**src/rtl/icx_exposure_ctrl.sv**
```systemverilog
`default_nettype none
// ============================================================================
//  Module      : icx_exposure_ctrl
//  Description : Exposure sequencer for an interline CCD. Flushes the sensor
//                with substrate (xsub) pulses, integrates for a programmable
//                number of line-times, then releases the timing generator for
//                readout and waits for frame completion with a timeout.
//  Revision    : 1.0  initial release
// ============================================================================
module icx_exposure_ctrl #(
    parameter int LINE_PERIOD = 1132,
    parameter int SUB_WIDTH   = 54,
    parameter int CLEAR_LINES = 4,
    parameter int TIMEOUT     = 1300000
) (
    input  logic        clk,
    input  logic        reset,
    input  logic        start,
    input  logic        abort,
    input  logic        continuous,
    input  logic [15:0] exp_lines,
    input  logic        frame_done,
    output logic        tg_reset,
    output logic        frame_start,
    output logic        xsub,
    output logic        busy,
    output logic        done,
    output logic        err,
    output logic [2:0]  state,
    output logic [7:0]  frame_cnt
);

    typedef enum logic [2:0] {
        ST_IDLE   = 3'd0,
        ST_CLEAR  = 3'd1,
        ST_EXPOSE = 3'd2,
        ST_READ   = 3'd3,
        ST_FINISH = 3'd4
    } state_t;

    localparam logic [11:0] c_lp_last      = 12'(LINE_PERIOD - 1);
    localparam logic [11:0] c_sub_width    = 12'(SUB_WIDTH);
    localparam logic [15:0] c_clear_last   = 16'(CLEAR_LINES - 1);
    localparam logic [21:0] c_timeout_last = 22'(TIMEOUT - 1);

    state_t      r_state;
    logic [11:0] r_cyc;
    logic [15:0] r_line;
    logic [21:0] r_rd;
    logic [15:0] r_lines;
    logic        r_err;
    logic        r_tg_reset;
    logic        r_frame_start;
    logic        r_xsub;
    logic        r_busy;
    logic        r_done;
    logic [7:0]  r_frame_cnt;

    state_t      w_next;
    logic [15:0] w_lines;
    logic        w_err;
    logic        w_line_end;
    logic [15:0] w_exp_latch;
    logic [11:0] w_cyc_n;
    logic [15:0] w_line_n;
    logic [21:0] w_rd_n;

    // Next-state decode; every exit path out of a busy state honours abort first
    always_comb begin
        w_next      = r_state;
        w_lines     = r_lines;
        w_err       = r_err;
        w_line_end  = (r_cyc == c_lp_last);
        // A zero exposure request is treated as the minimum of one line-time
        w_exp_latch = (exp_lines == 16'd0) ? 16'd1 : exp_lines;
        case (r_state)
            ST_IDLE: begin
                if (start && !abort) begin
                    w_next  = ST_CLEAR;
                    w_lines = w_exp_latch;
                    w_err   = 1'b0;
                end
            end
            ST_CLEAR: begin
                if (abort)
                    w_next = ST_IDLE;
                else if (w_line_end && (r_line == c_clear_last))
                    w_next = ST_EXPOSE;
            end
            ST_EXPOSE: begin
                if (abort)
                    w_next = ST_IDLE;
                else if (w_line_end && (r_line == (r_lines - 16'd1)))
                    w_next = ST_READ;
            end
            ST_READ: begin
                if (abort)
                    w_next = ST_IDLE;
                else if (frame_done)
                    w_next = ST_FINISH;
                else if (r_rd == c_timeout_last) begin
                    w_next = ST_IDLE;
                    w_err  = 1'b1;
                end
            end
            ST_FINISH: begin
                if (abort)
                    w_next = ST_IDLE;
                else if (continuous) begin
                    w_next  = ST_CLEAR;
                    w_lines = w_exp_latch;
                end else
                    w_next = ST_IDLE;
            end
            default: w_next = ST_IDLE;
        endcase
    end

    // Counters restart on every state entry and rest at zero while idle
    always_comb begin
        w_cyc_n  = 12'd0;
        w_line_n = 16'd0;
        w_rd_n   = 22'd0;
        if ((w_next == r_state) && (w_next != ST_IDLE)) begin
            w_cyc_n  = w_line_end ? 12'd0 : (r_cyc + 12'd1);
            w_line_n = w_line_end ? (r_line + 16'd1) : r_line;
            w_rd_n   = r_rd + 22'd1;
        end
    end

    // State, counters and outputs all registered from next-state values so
    // outputs line up with the state they describe and have no input path
    always_ff @(posedge clk or posedge reset) begin
        if (reset) begin
            r_state       <= ST_IDLE;
            r_cyc         <= 12'd0;
            r_line        <= 16'd0;
            r_rd          <= 22'd0;
            r_lines       <= 16'd0;
            r_err         <= 1'b0;
            r_tg_reset    <= 1'b1;
            r_frame_start <= 1'b0;
            r_xsub        <= 1'b0;
            r_busy        <= 1'b0;
            r_done        <= 1'b0;
            r_frame_cnt   <= 8'd0;
        end else begin
            r_state       <= w_next;
            r_cyc         <= w_cyc_n;
            r_line        <= w_line_n;
            r_rd          <= w_rd_n;
            r_lines       <= w_lines;
            r_err         <= w_err;
            r_tg_reset    <= (w_next != ST_READ);
            r_frame_start <= (w_next == ST_READ) && (r_state != ST_READ);
            r_xsub        <= (w_next == ST_CLEAR) && (w_cyc_n < c_sub_width);
            r_busy        <= (w_next != ST_IDLE);
            r_done        <= (w_next == ST_FINISH);
            if (w_next == ST_FINISH)
                r_frame_cnt <= r_frame_cnt + 8'd1;
        end
    end

    assign state       = r_state;
    assign tg_reset    = r_tg_reset;
    assign frame_start = r_frame_start;
    assign xsub        = r_xsub;
    assign busy        = r_busy;
    assign done        = r_done;
    assign err         = r_err;
    assign frame_cnt   = r_frame_cnt;

endmodule
`default_nettype wire
```
**config.mk**
```make
export PLATFORM = sky130hd
export DESIGN_NAME = icx_exposure_ctrl
export DESIGN_NICKNAME = d
export VERILOG_FILES = /design/src/rtl/icx_exposure_ctrl.sv
export SDC_FILE = /design/constraint.sdc
export NUM_CORES = 1
export LEC_CHECK = 0
export ABC_AREA = 1
export CAP_MARGIN = 20
export CORE_ASPECT_RATIO = 0.5
export CORE_MARGIN = 5
export CORE_UTILIZATION = 45
export DETAILED_ROUTE_END_ITERATION = 8
export GPL_TIMING_DRIVEN = 0
export SLEW_MARGIN = 20
export SYNTH_ARGS = -nofsm -noshare
export SYNTH_HDL_FRONTEND = slang
export SYNTH_SLANG_ARGS = --single-unit
```
**constraint.sdc**
```tcl
create_clock -name clk -period 8.66 [get_ports clk]
set_clock_uncertainty 0.05 [all_clocks]
set_input_delay 1.732 -clock clk [delete_from_list [all_inputs] [get_ports clk]]
set_output_delay 1.732 -clock clk [all_outputs]
set_load 0.005 [all_outputs]
```
# Yosys cells after proc, flatten, opt, wreduce, memory -nomap -nowiden
# Cells that the tools add are included.
[word_totals]
in_bits = 22
out_inout_bits = 17
regBits = 83
[classes]
n_lt_le_gt_ge = 1
reduce_logical = 14
n_mux = 26
n_eq_ne = 21
add_sub_neg = 5
[op_table]
columns = ["operator", "count"]
rows = [
  ["2-to-1 mux 16 bit", 6],
  ["case mux 16 bit (2 select lines)", 1],
  ["2-to-1 mux 12 bit", 2],
  ["2-to-1 mux 3 bit", 8],
  ["adder 22 x 1 -> 22 bit, second input constant", 1],
  ["equality test 22 x 21 -> 1 bit, second input constant", 1],
  ["2-to-1 mux 22 bit", 1],
  ["adder 16 x 1 -> 16 bit, second input constant", 1],
  ["equality test 16 bit", 1],
  ["equality test 16 x 2 -> 1 bit, second input constant", 1],
  ["zero test 16 bit", 1],
  ["subtractor 16 x 1 -> 16 bit, second input constant", 1],
  ["case mux 3 bit (5 select lines)", 1],
  ["inequality test 2 bit, second input constant", 7],
  ["adder 12 x 1 -> 12 bit, second input constant", 1],
  ["equality test 12 x 11 -> 1 bit, second input constant", 1],
  ["< comparator 12 x 6 -> 1 bit, second input constant", 1],
  ["equality test 3 x 2 -> 1 bit, second input constant", 3],
  ["adder 8 x 1 -> 8 bit, second input constant", 1],
  ["equality test 3 x 1 -> 1 bit, second input constant", 2],
  ["equality test 3 bit, second input constant", 2],
  ["logical AND 1 bit", 6],
  ["2-to-1 mux 1 bit", 6],
  ["inequality test 3 x 2 -> 1 bit, second input constant", 2],
  ["other kinds (8)", 9],
]

# Depth between registers and ports, before layout
# Gate-level depths: netlist (run 1).
[depth]
depth_word = 11
depth_mapped = 23
depth_no_buf = 22

# Least setup slack after synthesis (run 1)
# OpenSTA, ideal clock, no wires.
[synth_timing]
kind = "in2reg"
start = "input port abort"
end = "register r_xsub (netlist: xsub)"
path_slack_ps = 5301
stages = 19
required_time_ps = 8492
arrival_ps = 3191
cell_sequence = "inv_1 > nand2_1 > nor2_1 > nand3_1 > nor2_1 > nand2_1 > nor2_1 > nand2_1 > nor2_2 > nand2_2 > nand2_2 > nand2_1 > nand2_2 > inv_2 > nor2_8 > buf_6 > nand3b_1 > a21oi_1 > nor2_1"
[synth_via]
elab_chain_cells = 9
elab_cells_between_ends = 15
[synth_rtl]
columns = ["item", "line", "source"]
rows = [
  ["start: declaration", "19", "input logic abort,"],
  ["zero test 1 bit", "78", "if (start && !abort) begin"],
  ["logical AND 1 bit", "78", ""],
  ["2-to-1 mux 3 bit", "78", ""],
  ["case mux 3 bit (5 select lines) *", "76", "case (r_state)"],
  ["net w_next[0]", "59", "state_t w_next;"],
  ["equality test 3 bit / nonzero test 3 bit (equally long branches)", "124", "if ((w_next == r_state) && (w_next != ST_IDLE)) begin"],
  ["logical AND 1 bit", "124", ""],
  ["2-to-1 mux 12 bit", "124", ""],
  ["< comparator 12 x 6 -> 1 bit", "156", "r_xsub <= (w_next == ST_CLEAR) && (w_cyc_n < c_sub_width);"],
  ["logical AND 1 bit *", "156", ""],
  ["end signal: assignment", "156", ""],
  ["end: declaration", "54", "logic r_xsub;"],
]
# The timed path passes the listed nets; every way through them passes the cells marked *.
# A chain may end at the register's enable or synchronous reset.

# Final worst setup path (run 1)
[layout_timing]
start = "input port abort"
end = "register r_line[2]"
[layout_via]
elab_chain_cells = 7
elab_cells_between_ends = 13
[layout_rtl]
columns = ["item", "line", "source"]
rows = [
  ["zero test 1 bit", "78", ""],
  ["logical AND 1 bit", "78", ""],
  ["2-to-1 mux 3 bit", "78", ""],
  ["case mux 3 bit (5 select lines) *", "76", ""],
  ["net w_next[0]", "59", ""],
  ["equality test 3 bit / nonzero test 3 bit (equally long branches)", "124", ""],
  ["logical AND 1 bit *", "124", ""],
  ["inequality test 2 bit (no line) / 2-to-1 mux 16 bit (equally long branches)", "--", ""],
  ["end signal: assignment", "150", "r_line <= w_line_n;"],
  ["end: declaration", "48", "logic [15:0] r_line;"],
]
# Marked as above.

==> impl_results.md, run 1 <==
* Post-synthesis to final-layout area growth at 18.4%
* XOR/XNOR Fraction of Synth Area at 5.63%
* Net Count, Synth at 657
* # rows at 26
* Post-detailed-route via-to-cell ratio at 4.85
* Area occupied by registers at 0.00208 mm^2
* Part of the Yosys area used for sequential elements at 43.1%
* Reg-to-reg critical path endpoint: r_line[2]
* Beginning of the worst register-to-register path: r_lines[0]
* Mean instance size in the synthesized netlist at 7.65 um^2
* Final Slew Violations at 0
* Post-Syn Area at 0.00482 mm^2
* Hold Path Origin: r_rd[0]
* Final TNS setup at 0 ps
* CTS tree: yes
* Post-Place Cells at 809
* Library cell with the highest instance count after synthesis: sky130_fd_sc_hd__nand2_1
* Placeable core region at 0.0103 mm^2
* Period utilization at 46.8%
* Initial DRT Pass Iterations at 4
* Number of warning messages in the yosys log at 0
* Worst IR Drop VDD at 0.0000805 V
* Vertical die dimension at 83.2 um
* Master cell of the clock root buffer: sky130_fd_sc_hd__clkbuf_16
* Static leakage power at 2.58 nW
* Simple-gate share of the synthesized area at 36.4%
* Half-perimeter wire length after detailed placement at 8010 um
* Synth area leaders: sky130_fd_sc_hd__dfrtp_1 (43%), sky130_fd_sc_hd__nand2_1 (13%), sky130_fd_sc_hd__inv_1 (6.1%)
* Number of fill cells in the layout at 1009
* Register-to-Register Path Depth at 19
* Fraction of the core area covered by cells at the end of the flow at 55.2%
* Reg2reg setup slack at 5960 ps
* Vias in the first global route at 3921
* Port buffer count at 38
* Dominant combinational cell family by area after synthesis: simple AND/OR/NAND/NOR gates
* Worst Hold Endpoint: r_rd[0]
* Clk Latency, worst-skew pair at 350 ps
* Boundary Pins at 39
* Unrepaired setup endpoints after global routing: false
* Hold WC Path Type: flop to flop
* Final net count at 707
* Final weighted congestion of routability-driven global placement at 0.820
* Area of placed instances at 0.00541 mm^2
* Share of post-route cells with drive strength above 1 at 12.3%
* Count of antenna-violating nets left after detailed routing at 0
* CP arrival at 4250 ps
* Drt wl/cell at 13.0 um
* Transition time at the pin with the least slew margin at 734 ps
* DRC violation count after routing at 0
* PD cells at 171 mW/mm^2
* # Post-CTS Setup Buffers at 0
* Worst Setup Slack post-DPL at 4220 ps
* Maximum count of clock buffers along a single path at 2
* Post-synth EDFFs at 0
* Fraction of the mapped netlist area in compound gates at 5.58%
* Hold Violations, Final at 0
* Worst slew margin relative to its limit at 50.6%
* Required time worst endpoint at 8860 ps
* Most used flip-flop cell after synthesis: sky130_fd_sc_hd__dfrtp_1
* Area share of fa/ha/maj cells after synthesis at 1.30%
* Critical Path Sink Type: flop
* Post-CTS resize count at 0
* Crit path launch type: input port
* Max-cap violations at 0
* Post-Route WL at 10700 um
* Gr ovfl total at 0
* Initial drt markers at 174
* Number of instances in the synthesized netlist at 630
* Smallest setup slack after layout at 4610 ps
* Async set-reset flop share out of synthesis at 100%
* Global-route wire length before repair at 18400 um
* Clk sinks at 83
* Number of instances on the worst hold path at 1
* Synthesis-stage register bit count at 83
* Clock buffer count from CTS at 9
* Run status: complete, no violations
* Critical path class: input port to flop
* Initial standard-cell utilization of the core at 46.6%
* Clk pin slew, worst setup/hold paths at 70 ps
* Most numerous cell types in the synthesized netlist: sky130_fd_sc_hd__nand2_1 (162), sky130_fd_sc_hd__dfrtp_1 (82), sky130_fd_sc_hd__inv_1 (79), sky130_fd_sc_hd__nor2_1 (79), sky130_fd_sc_hd__nand3_1 (26)
* Maximum number of pins on one net before global-route repair at 54
* Endpoints failing setup at 0
* Count of distinct cell types in the synthesized netlist at 40
* Post-synthesis mux area share at 0%
* Min cycle time layout at 4050 ps
* Die area at 0.0130 mm^2
* Cts hold-fix bufs at 0
* Vias post-DR at 4001
* Number of diodes at 0
* Final Cell Area at 0.00571 mm^2
* Number of antenna violations at the first check in global routing at 0
* Die W at 156 um
* Overall track demand over capacity in global routing at 17.4%
* Largest fanout on the critical path at 10
* Non-filler cells in the finished layout at 825
* Achievable frequency at 247 MHz
* Combined area of the multi-input logic cells at 0.00236 mm^2
* Synth top area share at 42.6%
* # H-tree levels at 3
* Post-synthesis cell type with the largest combined area: sky130_fd_sc_hd__dfrtp_1
-- how the worst max path moves through the flow --
stage | from | cells after the start | end
after detailed placement | abort | 20 | xsub
final | abort | 19 | r_line[2]
after CTS | abort | 19 | r_line[2]
after global routing | abort | 19 | r_line[2]
after global placement | reset | 2 | r_lines[1]
after floorplan | reset | 1 | busy
-- metrics by stage --
step / power (W) / hold WS, ps
2_1_floorplan: 0.000542 / 383
3_5_place_dp: 0.000592 / 401
5_1_grt: 0.00103 / 426
6_report: 0.000976 / 418
4_1_cts: 0.000988 / 416
3_3_place_gp: 0.000588 / 401
-- layer usage --
metal  GRT usage, %  wire length (um)
met4           4.96               119
met1           23.5              5270
met2           27.6              4870
met5              0                 0
met3           4.62               438
-- state kept, by name, summed over array words and instances (netlist names) --
signal and cells:
busy 1, done 1, err 1, frame_cnt 8, frame_start 1, r_cyc 12, r_line 16, r_lines 16
r_rd 22, state 3, tg_reset 1, xsub 1
-- critical path: stages --
cell                              delay [ps]
sky130_fd_sc_hd__clkdlybuf4s50_1         480
sky130_fd_sc_hd__inv_1                   130
sky130_fd_sc_hd__nand2_1                  80
sky130_fd_sc_hd__nor2_1                  260
sky130_fd_sc_hd__nand3_1                 130
sky130_fd_sc_hd__nor2_1                  120
sky130_fd_sc_hd__nand2_1                  60
sky130_fd_sc_hd__nor2_1                  110
sky130_fd_sc_hd__nand2_1                  70
sky130_fd_sc_hd__nor2_2                   90
sky130_fd_sc_hd__nand2_2                 100
sky130_fd_sc_hd__nand2_2                  90
sky130_fd_sc_hd__nand2_1                  60
sky130_fd_sc_hd__nand2_2                 100
sky130_fd_sc_hd__inv_2                    70
sky130_fd_sc_hd__nor2_8                  120
sky130_fd_sc_hd__inv_2                    80
sky130_fd_sc_hd__buf_6                   170
sky130_fd_sc_hd__a211oi_2                200
-- power breakdown --
group | switching [W] | internal (W)
combinational | 0.0000959 | 0.0000598
clock | 0.000168 | 0.000225
sequential | 0.0000221 | 0.000406
total | 0.000286 | 0.000690
-- kinds of logic after synthesis --
family,after synthesis
buffers and inverters,97
AO/OA/AOI/OAI,49
XOR/XNOR,31
adder cells (fa/ha/maj),5
flip-flops,83
AND/OR/NAND/NOR,365
-- cell usage in the layout, fill, tap and decap left out, drive strengths merged --
cell type and instances:
a21oi 18, clkinv 3, bufinv 1, a31o 1
nor3 35, nand2 168, nor2 97, and2 1
dfrtp 82, a211oi 1, nand4 16, nand3 28
o31ai 1, o21ai 26, a32o 1, ha 5
nor4 7, clkbuf 11, clkdlybuf4s50 38, inv 92
xor2 20, xnor2 11, a31oi 1, dfstp 1
nor3b 3, and3 3, clkinvlp 2, or4 1
nand3b 6, buf 5
-- final cells by class --
type,instances,share of cell area (%)
Clock buffer,9,3.94
Timing Repair Buffer,39,7.14
Clock inverter,7,1.34
Sequential cell,83,36.4
Inverter,91,6.03
Buffer,6,0.745
Tap cell,140,3.07
Multi-Input combinational cell,450,41.3
No activity file was read; power rests on OpenSTA's default activity.
==> run 2: changes to the inputs <==
==> constraint.sdc (replaced) <==
create_clock -name clk -period 3.91 [get_ports clk]
set_clock_uncertainty 0.05 [all_clocks]
set_input_delay 0.782 -clock clk [delete_from_list [all_inputs] [get_ports clk]]
set_output_delay 0.782 -clock clk [all_outputs]
set_load 0.005 [all_outputs]
==> results of run 2 <==
Same layout as run 1 (identical final DEF). Status: complete, no violations.
Main changes from that run: setup slack after placement 4220 ps -> 416 ps; setup slack after layout 4610 ps -> 809 ps; register-to-register setup slack 5960 ps -> 1210 ps; total power 0.000976 W -> 0.00216 W; worst IR drop on VDD 0.0000805 V -> 0.000178 V
==> run 3: changes to the inputs <==
--- a/config.mk
+++ b/config.mk
@@ -12,6 +12,7 @@
 export CORE_UTILIZATION = 45
 export DETAILED_ROUTE_END_ITERATION = 8
 export GPL_TIMING_DRIVEN = 0
+export PLACE_DENSITY = 0.67
 export SLEW_MARGIN = 20
 export SYNTH_ARGS = -nofsm -noshare
 export SYNTH_HDL_FRONTEND = slang
==> constraint.sdc (replaced) <==
create_clock -name clk -period 2.6 [get_ports clk]
set_clock_uncertainty 0.05 [all_clocks]
set_input_delay 0.52 -clock clk [delete_from_list [all_inputs] [get_ports clk]]
set_output_delay 0.52 -clock clk [all_outputs]
set_load 0.005 [all_outputs]
==> run 3 against run 2 <==
  * Routed wire length increased by 1.7%
  * Global-route usage decreased by 0.24 points
  * Final area increased by 5.2%
  * Clock power is 44% higher
  * Via count increased by 3.2%
  * Die area stayed put
  * Combinational power is 76% higher
  * Utilization is 2.8 points higher
  * Flip-flop and latch count unchanged
  * Critical endpoint is now r_rd[4]
  * Largest cell class unchanged
  * Highest routed layer unchanged
==> impl_results.md, run 3 (synthesized netlist as in run 1, its figures left out) <==
* Max-cap violations at 0 (unchanged)
* Unrepaired setup endpoints after global routing: true (was false)
* Die W at 156 um (unchanged)
* Maximum count of clock buffers along a single path at 2 (unchanged)
* Fraction of the core area covered by cells at the end of the flow at 58.0% (was 55.2%)
* Leading cell type in the layout, fill and taps excluded: sky130_fd_sc_hd__nand2_1 (unchanged)
* Final net count at 719 (was 707)
* Crit path cell chain: inv_2, ha_4, buf_4, inv_1, nand2_1, nand2_1, nand2_1, nand2_1, nand2_1, inv_1, nand2_1, nor2_2, nand2_1, nor2_2, nand2_4, nand2_4, nand2_2, nand2_2, inv_2, nor2_8, buf_8, buf_12, o21ai_1, a21oi_1 (was clkdlybuf4s50_1, inv_1, nand2_1, nor2_1, nand3_1, nor2_1, nand2_1, nor2_1, nand2_1, nor2_2, nand2_2, nand2_2, nand2_1, nand2_2, inv_2, nor2_8, inv_2, buf_6, a211oi_2)
* Cell mode on critical path: sky130_fd_sc_hd__nand2_1 (unchanged)
* Largest register by flop count: r_rd (unchanged)
* Highest-delay cell along the critical path: sky130_fd_sc_hd__dfrtp_1 (was sky130_fd_sc_hd__clkdlybuf4s50_1)
* Global-route wire length before repair at 18300 um (was 18400 um)
* Die area at 0.0130 mm^2 (unchanged)
* PD cells at 547 mW/mm^2 (was 379 mW/mm^2)
* Cts hold-fix bufs at 0 (unchanged)
* Commonest cells after routing, fill and taps aside: sky130_fd_sc_hd__nand2_1 (159), sky130_fd_sc_hd__dfrtp_1 (82), sky130_fd_sc_hd__inv_1 (76) (was sky130_fd_sc_hd__nand2_1 (162), sky130_fd_sc_hd__dfrtp_1 (82), sky130_fd_sc_hd__nor2_1 (79))
* CP arrival at 2780 ps (was 3300 ps)
* Run status: complete, no violations (unchanged)
* Number of fill cells in the layout at 930 (was 1009)
* Boundary Pins at 39 (unchanged)
* Achievable frequency at 389 MHz
* Number of antenna violations at the first check in global routing at 0 (unchanged)
* CTS tree: yes (unchanged)
* Maximum number of pins on one net before global-route repair at 34 (was 54)
* Crit path launch type: flop (was input port)
* Vias in the first global route at 3985 (was 3921)
* Worst IR Drop VDD at 0.000282 V (was 0.000178 V)
* Hold WC Path Type: flop to flop (unchanged)
* Endpoints failing setup at 0 (unchanged)
* Post-synthesis to final-layout area growth at 24.5% (was 18.4%)
* Count of antenna-violating nets left after detailed routing at 0 (unchanged)
* Clk sinks at 83 (unchanged)
* Share of post-route cells with drive strength above 1 at 17.4% (was 12.3%)
* Gr ovfl total at 0 (unchanged)
* Hold Violations, Final at 0 (unchanged)
* Final weighted congestion of routability-driven global placement at 0.881 (was 0.820)
* Min cycle time layout at 2570 ps
* Placeable core region at 0.0103 mm^2 (unchanged)
* Port buffer count at 38 (unchanged)
* Initial drt markers at 237 (was 174)
* Initial DRT Pass Iterations at 5 (was 4)
* Largest fanout on the critical path at 6 (was 10)
* DRC violation count after routing at 0 (unchanged)
* Clock buffer count from CTS at 9 (unchanged)
* Largest registers: r_rd (22), r_line (16), r_lines (16) (unchanged)
* Critical Path Sink Type: flop (unchanged)
* Overall track demand over capacity in global routing at 17.2% (was 17.4%)
* Transition time at the pin with the least slew margin at 750 ps (was 734 ps)
* Master cell of the clock root buffer: sky130_fd_sc_hd__clkbuf_16 (unchanged)
* Static leakage power at 2.72 nW (was 2.58 nW)
* Max reg flops at 22 (unchanged)
* Drt wl/cell at 13.0 um (about the same)
* Half-perimeter wire length after detailed placement at 7950 um (was 8010 um)
* # H-tree levels at 3 (unchanged)
* Final Slew Violations at 0 (unchanged)
* # rows at 26 (unchanged)
* Clk pin slew, worst setup/hold paths at 60 ps (was 70 ps)
* Vias post-DR at 4130 (was 4001)
* Post-detailed-route via-to-cell ratio at 4.93 (was 4.85)
* Clk Latency, worst-skew pair at 340 ps (was 350 ps)
* Worst stage delay on the critical path at 390 ps (was 480 ps)
* Vertical die dimension at 83.2 um (unchanged)
* Final TNS setup at 0 ps (unchanged)
* Period utilization at 98.8%
* Critical path class: flop to flop (was input port to flop)
* Initial standard-cell utilization of the core at 46.6% (unchanged)
* Required time worst endpoint at 2810 ps (was 4110 ps)
* Number of diodes at 0 (unchanged)
* Post-Route WL at 10900 um (was 10700 um)
* Worst slew margin relative to its limit at 49.5% (was 50.6%)
run 3: power breakdown:
part | total (W) | internal (W) | leakage (nW) | switching, W
clock | 0.00125 | 0.000692 | 0.142 | 0.000560
sequential | 0.00142 | 0.00135 | 1.11 | 0.0000713
combinational | 0.000608 | 0.000258 | 1.46 | 0.000350
total | 0.00328 | 0.00230 | 2.72 | 0.000982
run 3: path summary, 6_finish.rpt:
check                           start    endpoint  slack [ps]  cells past startpoint
hold reg to reg              r_cyc[0]    r_cyc[0]         410                      1
min in group asynchronous       reset  r_line[15]         570                      2
hold / removal               r_cyc[0]    r_cyc[0]         410                      1
setup / recovery           r_lines[0]     r_rd[4]          30                     24
max in group asynchronous       reset    tg_reset        1320                      3
setup reg to reg           r_lines[0]     r_rd[4]          30                     24
run 3: timing repair:
action	in CTS	in global routing
pin swaps	1	7
endpoints found under the setup margin	47	47
gates resized for setup	8	44
buffers inserted	3	8
run 3: metal layers:
metal	global-route usage (%)	part of all wire, %	vias to the layer above
li1	-	-	2135
met4	4.41	1.1	0
met2	28.4	47	60
met5	0	0	-
met3	4.15	4.8	10
met1	22.6	47	1925
run 3: metrics by stage:
stage,power [W],hold WS (ps),cells,setup slack (ps),instance area (um^2)
global placement,0.00195,405,808,-606,5380
detailed placement,0.00197,408,810,-637,5420
global route,0.00346,437,837,-145,6000
CTS,0.00325,421,829,2.39,5760
floorplan,0.00181,383,630,289,4830
finish,0.00328,413,837,30.5,6000
run 3: layout make-up:
type | count | area, um^2 | share of cell area [%]
tap | 140 | 175 | 2.92
clock inverter | 6 | 53.8 | 0.896
multi-input combinational | 450 | 2520 | 42.0
buffer | 6 | 68.8 | 1.15
timing repair buffer | 51 | 518 | 8.63
sequential | 83 | 2080 | 34.6
inverter | 91 | 348 | 5.79
clock buffer | 10 | 239 | 3.98
run 3: worst max-delay path: cells and delay by family, from the launching register on:
family          cells  cell delay [ps]
flops               1              390
fa+ha+maj           1              170
simple gates       14             1090
buf+inv             7              610
compound gates      2              170
